<file path="src/rtl/control_sequencer.sv">
// ---------------------------------------------------------------------------
// control_sequencer
//   Hardwired control unit for the CPU datapath. A Moore FSM steps through
//   fetch (T0-T2) and execute (T3-T7) for the supported instruction subset
//   and decodes every datapath control line from the registered step and IR.
//   Memory steps stall on mem_ready and fault into HALT after MEM_TIMEOUT
//   cycles without a response.
//
// Ports
//   clk          system clock, rising edge
//   clr          asynchronous active-low reset
//   run          leave IDLE and start fetching
//   ir[31:0]     IR contents: opcode[31:27] Ra[26:23] Rb[22:19] Rc[18:15] C[18:0]
//   mem_ready    memory finished the current read/write
//   reg_out      one-hot register-to-bus select
//   reg_in       one-hot register enable
//   pc_out, zlo_out, zhi_out, mdr_out, c_out            bus drivers
//   mar_enable, z_enable, y_enable, ir_enable,
//   mdr_enable, hi_enable, lo_enable, pc_increment      register strobes
//   read, write  memory strobes (read also selects memory into the MDR)
//   op_code      ALU operation
//   c_sign_ext   C field sign-extended to 32 bits
//   halted       high while in HALT
//   illegal      one-cycle pulse on an undefined opcode
//   mem_fault    sticky memory-timeout flag
// ---------------------------------------------------------------------------
module control_sequencer #(
    parameter int unsigned MEM_TIMEOUT = 15
) (
    input  logic        clk,
    input  logic        clr,
    input  logic        run,
    input  logic [31:0] ir,
    input  logic        mem_ready,
    output logic [15:0] reg_out,
    output logic [15:0] reg_in,
    output logic        pc_out,
    output logic        zlo_out,
    output logic        zhi_out,
    output logic        mdr_out,
    output logic        c_out,
    output logic        mar_enable,
    output logic        z_enable,
    output logic        y_enable,
    output logic        ir_enable,
    output logic        mdr_enable,
    output logic        hi_enable,
    output logic        lo_enable,
    output logic        pc_increment,
    output logic        read,
    output logic        write,
    output logic [4:0]  op_code,
    output logic [31:0] c_sign_ext,
    output logic        halted,
    output logic        illegal,
    output logic        mem_fault
);

    localparam int unsigned CNT_W = $clog2(MEM_TIMEOUT + 1);

    typedef enum logic [3:0] {
        S_IDLE, S_T0, S_T1, S_T2, S_T3, S_T4, S_T5, S_T6, S_T7, S_HALT
    } state_e;

    state_e             state_q, state_d;
    logic [CNT_W-1:0]   wait_cnt_q, wait_cnt_d;
    logic               mem_fault_q, mem_fault_d;

    // IR field decode
    logic [4:0] opcode;
    logic [3:0] ra, rb, rc;
    logic       is_rtype, is_addi, is_muldiv, is_ld, is_st, is_nop, is_halt, is_illegal;
    logic       wait_step;

    assign opcode     = ir[31:27];
    assign ra         = ir[26:23];
    assign rb         = ir[22:19];
    assign rc         = ir[18:15];
    assign c_sign_ext = {{13{ir[18]}}, ir[18:0]};

    assign is_rtype   = (opcode <= 5'b01011);
    assign is_addi    = (opcode == 5'b01100);
    assign is_muldiv  = (opcode == 5'b01111) || (opcode == 5'b10000);
    assign is_ld      = (opcode == 5'b10001);
    assign is_st      = (opcode == 5'b10010);
    assign is_nop     = (opcode == 5'b11010);
    assign is_halt    = (opcode == 5'b11011);
    assign is_illegal = !(is_rtype || is_addi || is_muldiv || is_ld || is_st || is_nop || is_halt);

    // Steps that stall on memory: fetch read, ld data read, st write
    assign wait_step  = (state_q == S_T1) ||
                        ((state_q == S_T6) && is_ld) ||
                        ((state_q == S_T7) && is_st);

    // Next-state, wait counter and fault flag
    always_comb begin
        state_d     = state_q;
        wait_cnt_d  = wait_cnt_q;
        mem_fault_d = mem_fault_q;

        case (state_q)
            S_IDLE: if (run) state_d = S_T0;
            S_T0:   state_d = S_T1;
            S_T1:   state_d = S_T2;
            S_T2:   state_d = S_T3;
            S_T3: begin
                if (is_halt)                 state_d = S_HALT;
                else if (is_nop || is_illegal) state_d = S_T0;
                else                         state_d = S_T4;
            end
            S_T4:   state_d = S_T5;
            S_T5:   state_d = (is_rtype || is_addi) ? S_T0 : S_T6;
            S_T6:   state_d = is_muldiv ? S_T0 : S_T7;
            S_T7:   state_d = S_T0;
            S_HALT: state_d = S_HALT;
            default: state_d = S_IDLE;
        endcase

        // A wait step overrides the normal advance until memory responds;
        // the last stalled cycle before the timeout diverts to HALT instead.
        if (wait_step) begin
            if (mem_ready) begin
                wait_cnt_d = '0;
            end else if (wait_cnt_q == CNT_W'(MEM_TIMEOUT - 1)) begin
                wait_cnt_d  = '0;
                mem_fault_d = 1'b1;
                state_d     = S_HALT;
            end else begin
                wait_cnt_d = wait_cnt_q + 1'b1;
                state_d    = state_q;
            end
        end
    end

    always_ff @(posedge clk or negedge clr) begin
        if (!clr) begin
            state_q     <= S_IDLE;
            wait_cnt_q  <= '0;
            mem_fault_q <= 1'b0;
        end else begin
            state_q     <= state_d;
            wait_cnt_q  <= wait_cnt_d;
            mem_fault_q <= mem_fault_d;
        end
    end

    // Moore output decode from the registered step plus IR
    always_comb begin
        reg_out      = '0;
        reg_in       = '0;
        pc_out       = 1'b0;
        zlo_out      = 1'b0;
        zhi_out      = 1'b0;
        mdr_out      = 1'b0;
        c_out        = 1'b0;
        mar_enable   = 1'b0;
        z_enable     = 1'b0;
        y_enable     = 1'b0;
        ir_enable    = 1'b0;
        mdr_enable   = 1'b0;
        hi_enable    = 1'b0;
        lo_enable    = 1'b0;
        pc_increment = 1'b0;
        read         = 1'b0;
        write        = 1'b0;
        op_code      = '0;
        halted       = 1'b0;
        illegal      = 1'b0;

        case (state_q)
            S_T0: begin
                pc_out       = 1'b1;
                mar_enable   = 1'b1;
                pc_increment = 1'b1;
            end
            S_T1: begin
                read       = 1'b1;
                mdr_enable = 1'b1;
            end
            S_T2: begin
                mdr_out   = 1'b1;
                ir_enable = 1'b1;
            end
            S_T3: begin
                if (is_muldiv) begin
                    reg_out  = 16'd1 << ra;
                    y_enable = 1'b1;
                end else if (is_rtype || is_addi || is_ld || is_st) begin
                    reg_out  = 16'd1 << rb;
                    y_enable = 1'b1;
                end
                illegal = is_illegal;
            end
            S_T4: begin
                z_enable = 1'b1;
                if (is_rtype) begin
                    reg_out = 16'd1 << rc;
                    op_code = opcode;
                end else if (is_muldiv) begin
                    reg_out = 16'd1 << rb;
                    op_code = opcode;
                end else begin
                    c_out = 1'b1;
                end
            end
            S_T5: begin
                zlo_out = 1'b1;
                if (is_muldiv)          lo_enable  = 1'b1;
                else if (is_ld || is_st) mar_enable = 1'b1;
                else                    reg_in     = 16'd1 << ra;
            end
            S_T6: begin
                if (is_muldiv) begin
                    zhi_out   = 1'b1;
                    hi_enable = 1'b1;
                end else if (is_ld) begin
                    read       = 1'b1;
                    mdr_enable = 1'b1;
                end else begin
                    reg_out    = 16'd1 << ra;
                    mdr_enable = 1'b1;
                end
            end
            S_T7: begin
                mdr_out = 1'b1;
                if (is_st) write  = 1'b1;
                else       reg_in = 16'd1 << ra;
            end
            S_HALT: halted = 1'b1;
            default: ;
        endcase
    end

    assign mem_fault = mem_fault_q;

endmodule

</file>
<file path="config.mk">
export PLATFORM = sky130hd
export DESIGN_NAME = control_sequencer
export DESIGN_NICKNAME = d
export VERILOG_FILES = /design/src/rtl/control_sequencer.sv
export SDC_FILE = /design/constraint.sdc
export NUM_CORES = 1
export LEC_CHECK = 0
export BUFFER_PORTS_ARGS = -buffer_cell sky130_fd_sc_hd__buf_4
export CAP_MARGIN = 20
export CORE_MARGIN = 1
export CORE_UTILIZATION = 31
export CTS_CLUSTER_DIAMETER = 50
export DETAILED_ROUTE_END_ITERATION = 6
export PLACE_DENSITY_LB_ADDON = 0.1
export SLEW_MARGIN = 0
export SYNTH_ARGS = -nofsm -noshare
export SYNTH_HDL_FRONTEND = slang
export SYNTH_SLANG_ARGS = --single-unit
</file>
<file path="constraint.sdc">
create_clock -name clk -period 2.7 [get_ports clk]
set_input_delay 0.405 -clock clk [delete_from_list [all_inputs] [get_ports clk]]
set_output_delay 0.405 -clock clk [all_outputs]
set_load 0.05 [all_outputs]
</file>
==> results.ini, run 1 <==
[outcome]
outcome=complete, no violations

[global_route]
grt_max_degree=19
grt_first_pass_wirelength_um=12200
grt_util_met2_pct=35.1
antenna_found_initial=0
grtUsageTotal_pct=20.7
grt_overflow_total=0
grt.busiest_layer=met2
grt_pass1_vias=2467
met1_usage_pct=27.1
use_met3_pct=3.40

[layout]
stdcell_count=482
layout-drive-gt1-share_pct=40.5
diodes=0
final_core_util_pct=45.3
fin_area_um2=3060
layout-area-overhead-vs-synth_pct=42.1
fillers=707
nets=441

[floorplan]
die_x_um=85.3
dieArea_um2=7280
core_um2=6760
rows=30
die_height_um=85.3
start_util_pct=31.9
ios=123

[critical_path]
path_cells=buf_6, or4b_4, o22a_4, buf_4, nor3_2, a22oi_1, nand3_1, buf_4
cp_data_arrival_time_ns=2.27
worstSetupPathType=input port to primary output
cp_slowest_cell=or4b_4
critPathTopFamily=simple AND/OR/NAND/NOR gates
crit_buf_inv=3
end_kind=primary output
reg2reg_depth=6
ff2ff_setup_slack_ns=0.56
slowest_delay_ns=0.56
critical_path.max_fanout=4
start_kind=input port
r2r_start=state_q[0]$_DFFE_PN0P_
cp_common_cell=buf_4
cp.required_ns=2.30
r2r_end=state_q[0]$_DFFE_PN0P_

[worst_hold_path]
hold_start=mem_ready
min_to=wait_cnt_q[2]$_DFFE_PN0N_
whs_path_depth=2
hold_path.class=input port to register

[sta]
drv_slew=0
finalCriticalPeriod_ns=2.68
tightest_slew_ns=0.631
layout_worst_path_cycle_share_pct=99.2
setup_viol=0
fin_skew_ns=0.00303
hold_slack_ns=0.382
relSlewSlack_pct=57.8
hold_violations=0
rsz0062_at_grt=true
fmax_mhz=373

[yosys]
synth_top_area_share_pct=12.2
synth_cells=331
synth-main-ff-cell=dfrtp_1
synth_area_leaders=buf_4, dfrtp_1, nand2_1
synth_area_um2=2150
ys_seq_area_share_pct=10.5
ys_types=55
synth_edf_count=0
async_flop_share_pct=100
yosysWarnings=0
yosysTopAreaCell=buf_4
synth_nets=369
ys_ff_latch=9
synth.avg_cell_area_um2=6.51
synth.most_common_cell=nand2_1
synthTopCellsByCount=nand2_1, nor2_1, buf_4

[clocking]
cts_tree=done
clk_pin_slew_ns=0.04
cts_root_buf=clkbuf_8
cts_sinks=9
clock_tree.buffer_depth=2
clkLatencyLatePin_ns=0.23
htreeDepth=1
cts_inserted_buffers=3

[placement]
numPlacedInstances=472
dp_hpwl_um=6070
gp_congestion=0.868
port_buffers=92
place_area_um2=2890

[power_and_ir_drop]
pwr-share-comb_pct=77.0
leakagePower_nw=1.33
ir_drop_v=0.000633
power_density_nw_per_um2=599
p_sw_mw=1.04
switching_share_pct=56.7
seqPwrFrac_pct=14.5
p_clk_share_pct=8.5
power_mw=1.83
p_int_mw=0.792

[routing]
drc_errors=0
dr.pass1.iters=5
num_vias=2695
wirelength_um=7850
via_per_inst=5.59
dr.first_iter.drc_count=153
wl_per_cell_um=16.3
ant_nets=0

[job]
drv_cap=0

==> state kept, by name, summed over array words and instances (netlist names) <==
signal / flops
mem_fault: 1
wait_cnt_q: 4
state_q: 4
==> worst reg2reg max path: cells and delay by family, from the launching register on <==
kind	cells	cell delay, ns
muxes	1	0.20
buffers and inverters	1	0.20
AOI/OAI and AO/OA	1	0.23
and+or+nand+nor	3	0.99
DFF	1	0.45
==> worst max-delay path by stage <==
| stage | slack (ns) | cells after the start | to | from |
|---|---|---|---|---|
| after floorplan | -0.02 | 6 | lo_enable | ir[30] |
| after global placement | -0.05 | 8 | reg_out[3] | ir[27] |
| after detailed placement | -0.009 | 8 | reg_out[15] | ir[27] |
| after CTS | 0.009 | 8 | reg_out[1] | ir[27] |
| after global routing | -0.01 | 8 | reg_out[0] | ir[27] |
| final | 0.02 | 8 | reg_out[14] | ir[27] |
==> final cells by class <==
| type | count | area (um2) | share of cell area, % |
|---|---|---|---|
| Clock buffer | 4 | 45.0 | 1.47 |
| Inverter | 6 | 22.5 | 0.736 |
| Multi-Input combinational cell | 258 | 1670 | 54.7 |
| Sequential cell | 9 | 225 | 7.36 |
| Tap cell | 80 | 100 | 3.27 |
| Timing Repair Buffer | 125 | 992 | 32.4 |
==> layer usage <==
metal,share of wire [%],routed length (um)
met1,43,3340
met2,47,3700
met3,7.1,558
met4,3.2,249
met5,0,0
==> timing repair <==
item	4_1_cts	5_1_grt
pin swaps	0	2
setup endpoints to repair	1	20
gates resized for setup	1	18
endpoints found under the hold margin	9	0
setup buffers	0	4
cloned	0	1
hold buffers	1	0
==> power groups by stage <==
| stage | combinational, mW | clock [mW] | sequential [mW] |
|---|---|---|---|
| after floorplan | 1.04 | 0 | 0.272 |
| after global placement | 1.38 | 0 | 0.264 |
| after detailed placement | 1.37 | 0 | 0.263 |
| after CTS | 1.38 | 0.161 | 0.262 |
| after global routing | 1.52 | 0.170 | 0.277 |
| final | 1.41 | 0.156 | 0.265 |
==> logic make-up (layout without fill, tap and decap cells) <==
kind of cell             after synthesis  in the layout  synth area share (%)
AO/OA/AOI/OAI                         63             63                  21.0
XOR/XNOR                               1              1                 0.407
adder cells (fa/ha/maj)                2              2                  1.16
buffers and inverters                 64            135                  18.8
flip-flops                             9              9                  10.5
multiplexers                           3              3                  1.39
AND/OR/NAND/NOR                      189            189                  46.8
==> metrics by stage <==
step / setup TNS, ns / setup WS [ns]
global placement: -0.102 / -0.0501
detailed placement: -0.00889 / -0.00889
finish: 0 / 0.0211
global route: -0.0220 / -0.0115
floorplan: -0.0171 / -0.0171
CTS: 0 / 0.00888
==> placed cells by master, fill, tap and decap left out, drive strengths merged, types with 2 or more instances in the layout <==
cell / instances
nand4: 9
o21bai: 2
and3: 4
a21oi: 7
nand2b: 13
a31oi: 7
o22ai: 3
clkbuf: 4
nand2: 40
ha: 2
buf: 124
and2: 5
nor4b: 2
mux2i: 3
nor2b: 6
inv: 6
or2: 3
nor3: 27
a22oi: 2
nor2: 38
a32oi: 9
nor4: 12
o21ai: 21
nand3: 19
dfrtp: 9
nor3b: 6
No activity file was read; power rests on OpenSTA's default activity.
==> run 2, diff against run 1 <==
--- a/config.mk
+++ b/config.mk
@@ -11,6 +11,7 @@
 export CORE_UTILIZATION = 31
 export CTS_CLUSTER_DIAMETER = 50
 export DETAILED_ROUTE_END_ITERATION = 6
+export MAX_ROUTING_LAYER = met4
 export PLACE_DENSITY_LB_ADDON = 0.1
 export SLEW_MARGIN = 0
 export SYNTH_ARGS = -nofsm -noshare
==> results.ini, run 2 (synthesized netlist as in run 1, its figures left out) <==
[routing]
drc_errors=0  ; unchanged
wirelength_um=7870  ; was 7850 um
dr.first_iter.drc_count=153  ; unchanged
num_vias=2624  ; was 2,695
via_per_inst=5.49  ; was 5.59
dr.pass1.iters=7  ; was 5
wl_per_cell_um=16.5  ; was 16.3 um
ant_nets=0  ; unchanged

[clocking]
cts_root_buf=clkbuf_8  ; unchanged
clk_pin_slew_ns=0.04  ; about the same
htreeDepth=1  ; unchanged
cts_tree=done  ; unchanged
clkLatencyLatePin_ns=0.23  ; about the same
clock_tree.buffer_depth=2  ; unchanged
cts_sinks=9  ; unchanged
cts_inserted_buffers=3  ; unchanged
post_cts_buffers=0  ; unchanged

[floorplan]
ios=123  ; unchanged
core_um2=6760  ; unchanged
rows=30  ; unchanged
dieArea_um2=7280  ; unchanged
die_height_um=85.3  ; unchanged
start_util_pct=31.9  ; unchanged
die_x_um=85.3  ; unchanged

[sta]
fmax_mhz=380  ; was 373 MHz
hold_violations=0  ; unchanged
setup_viol=0  ; unchanged
finalCriticalPeriod_ns=2.63  ; was 2.68 ns
drv_slew=0  ; unchanged
layout_worst_path_cycle_share_pct=97.4  ; was 99.2%
finalWorstSetupSlack_ns=0.0712  ; was 0.0211 ns
hold_slack_ns=0.375  ; was 0.382 ns
fin_skew_ns=0.00218  ; was 0.00303 ns
tightest_slew_ns=0.629  ; was 0.631 ns
relSlewSlack_pct=57.9  ; was 57.8%

[layout]
fin_area_um2=3030  ; was 3060 um2
final_core_util_pct=44.8  ; was 45.3%
regArea_um2=225  ; unchanged
multiInputGateArea_um2=1680  ; was 1670 um2
fillers=722  ; was 707
nets=437  ; was 441
diodes=0  ; unchanged
final_cell_mix=buf_4, nand2_1, nor2_1, nor3_1, nand3_1  ; unchanged
layout_commonest_cell=buf_4  ; unchanged
layout-area-overhead-vs-synth_pct=40.5  ; was 42.1%
layout-drive-gt1-share_pct=39.7  ; was 40.5%

[global_route]
grt_pass1_vias=2484  ; was 2,467
grtUsageTotal_pct=21.7  ; was 20.7%
grt_first_pass_wirelength_um=12400  ; was 12,200 um
antenna_found_initial=0  ; unchanged
grt_overflow_total=0  ; unchanged
grt_max_degree=19  ; unchanged

[placement]
gp_congestion=0.883  ; was 0.868
place_ws_ns=-0.0155  ; was -0.00889 ns
place_area_um2=2900  ; was 2890 um2
port_buffers=92  ; unchanged
dp_hpwl_um=6260  ; was 6070 um

[critical_path]
ff2ff_setup_slack_ns=0.55  ; was 0.56 ns
end_kind=primary output  ; unchanged
slowest_delay_ns=0.55  ; was 0.56 ns
start_kind=input port  ; unchanged
critical_path.max_fanout=6  ; was 4
cp.required_ns=2.30  ; about the same
crit_path_start=ir[29]  ; was ir[27]
worstSetupPathType=input port to primary output  ; unchanged
cp_slowest_cell=or4b_4  ; unchanged
r2r_start=state_q[0]$_DFFE_PN0P_  ; unchanged
path_cells=buf_4, or4b_4, o22a_4, buf_12, nor4_4, a32o_1, a221o_1, buf_6  ; was buf_6, or4b_4, o22a_4, buf_4, nor3_2, a22oi_1, nand3_1, buf_4
cp_data_arrival_time_ns=2.22  ; was 2.27 ns

[outcome]
outcome=complete, no violations  ; unchanged

[job]
drv_cap=0  ; unchanged

[power_and_ir_drop]
power_density_nw_per_um2=602  ; was 599 nW/um2
power_mw=1.82  ; was 1.83 mW
leakagePower_nw=1.32  ; was 1.33 nW
ir_drop_v=0.000799  ; was 0.000633 V

[worst_hold_path]
hold_start=mem_ready  ; unchanged
hold_path.class=input port to register  ; unchanged

run 2: cell type report:
type                       count  area share [%]
inverter                       6           0.744
timing repair buffer         121            31.4
tap                           80            3.31
clock buffer                   4            1.49
multi-input combinational    258            55.6
sequential                     9            7.44
run 2: worst max-delay path, delay by kind of cell:
| kind | cells | cell delay, ns |
|---|---|---|
| compound gates | 3 | 0.61 |
| buf+inv | 3 | 0.42 |
| simple gates | 2 | 0.78 |
run 2: routing by layer:
| metal | track usage [%] | vias up | part of all wire, % |
|---|---|---|---|
| met5 | - | - | 0 |
| met4 | 5.91 | 0 | 2.3 |
| met3 | 3.21 | 16 | 6.5 |
| met2 | 35.6 | 120 | 47 |
| met1 | 27.8 | 1187 | 44 |
| li1 | - | 1301 | - |
run 2: final timing paths:
path,depth (start not counted),end
min reg2reg,1,mem_fault$_DFFE_PN0P_
max,8,reg_out[0]
max in group asynchronous,2,wait_cnt_q[0]$_DFFE_PN0N_
max reg2reg,6,state_q[0]$_DFFE_PN0P_
min in group asynchronous,2,wait_cnt_q[2]$_DFFE_PN0N_
min,2,wait_cnt_q[2]$_DFFE_PN0N_
run 2: timing repair:
action | in CTS | in global routing
pin swaps | 0 | 1
endpoints found under the setup margin | 2 | 18
resized for setup | 2 | 13
endpoints found under the hold margin | 9 | 0
hold buffers | 1 | 0
run 2: through the flow:
step           setup TNS, ns  instances
3_5_place_dp         -0.0308        473
6_report                   0        478
5_1_grt            -0.000967        478
4_1_cts                    0        478
2_1_floorplan        -0.0171        331
3_3_place_gp         -0.0693        473
run 2: power breakdown:
| group | switching (mW) | leakage [nW] | total [mW] | internal (mW) |
|---|---|---|---|---|
| sequential | 0.0679 | 0.110 | 0.264 | 0.196 |
| combinational | 0.920 | 1.19 | 1.40 | 0.483 |
| clock | 0.0510 | 0.0228 | 0.154 | 0.103 |
| total | 1.04 | 1.32 | 1.82 | 0.782 |
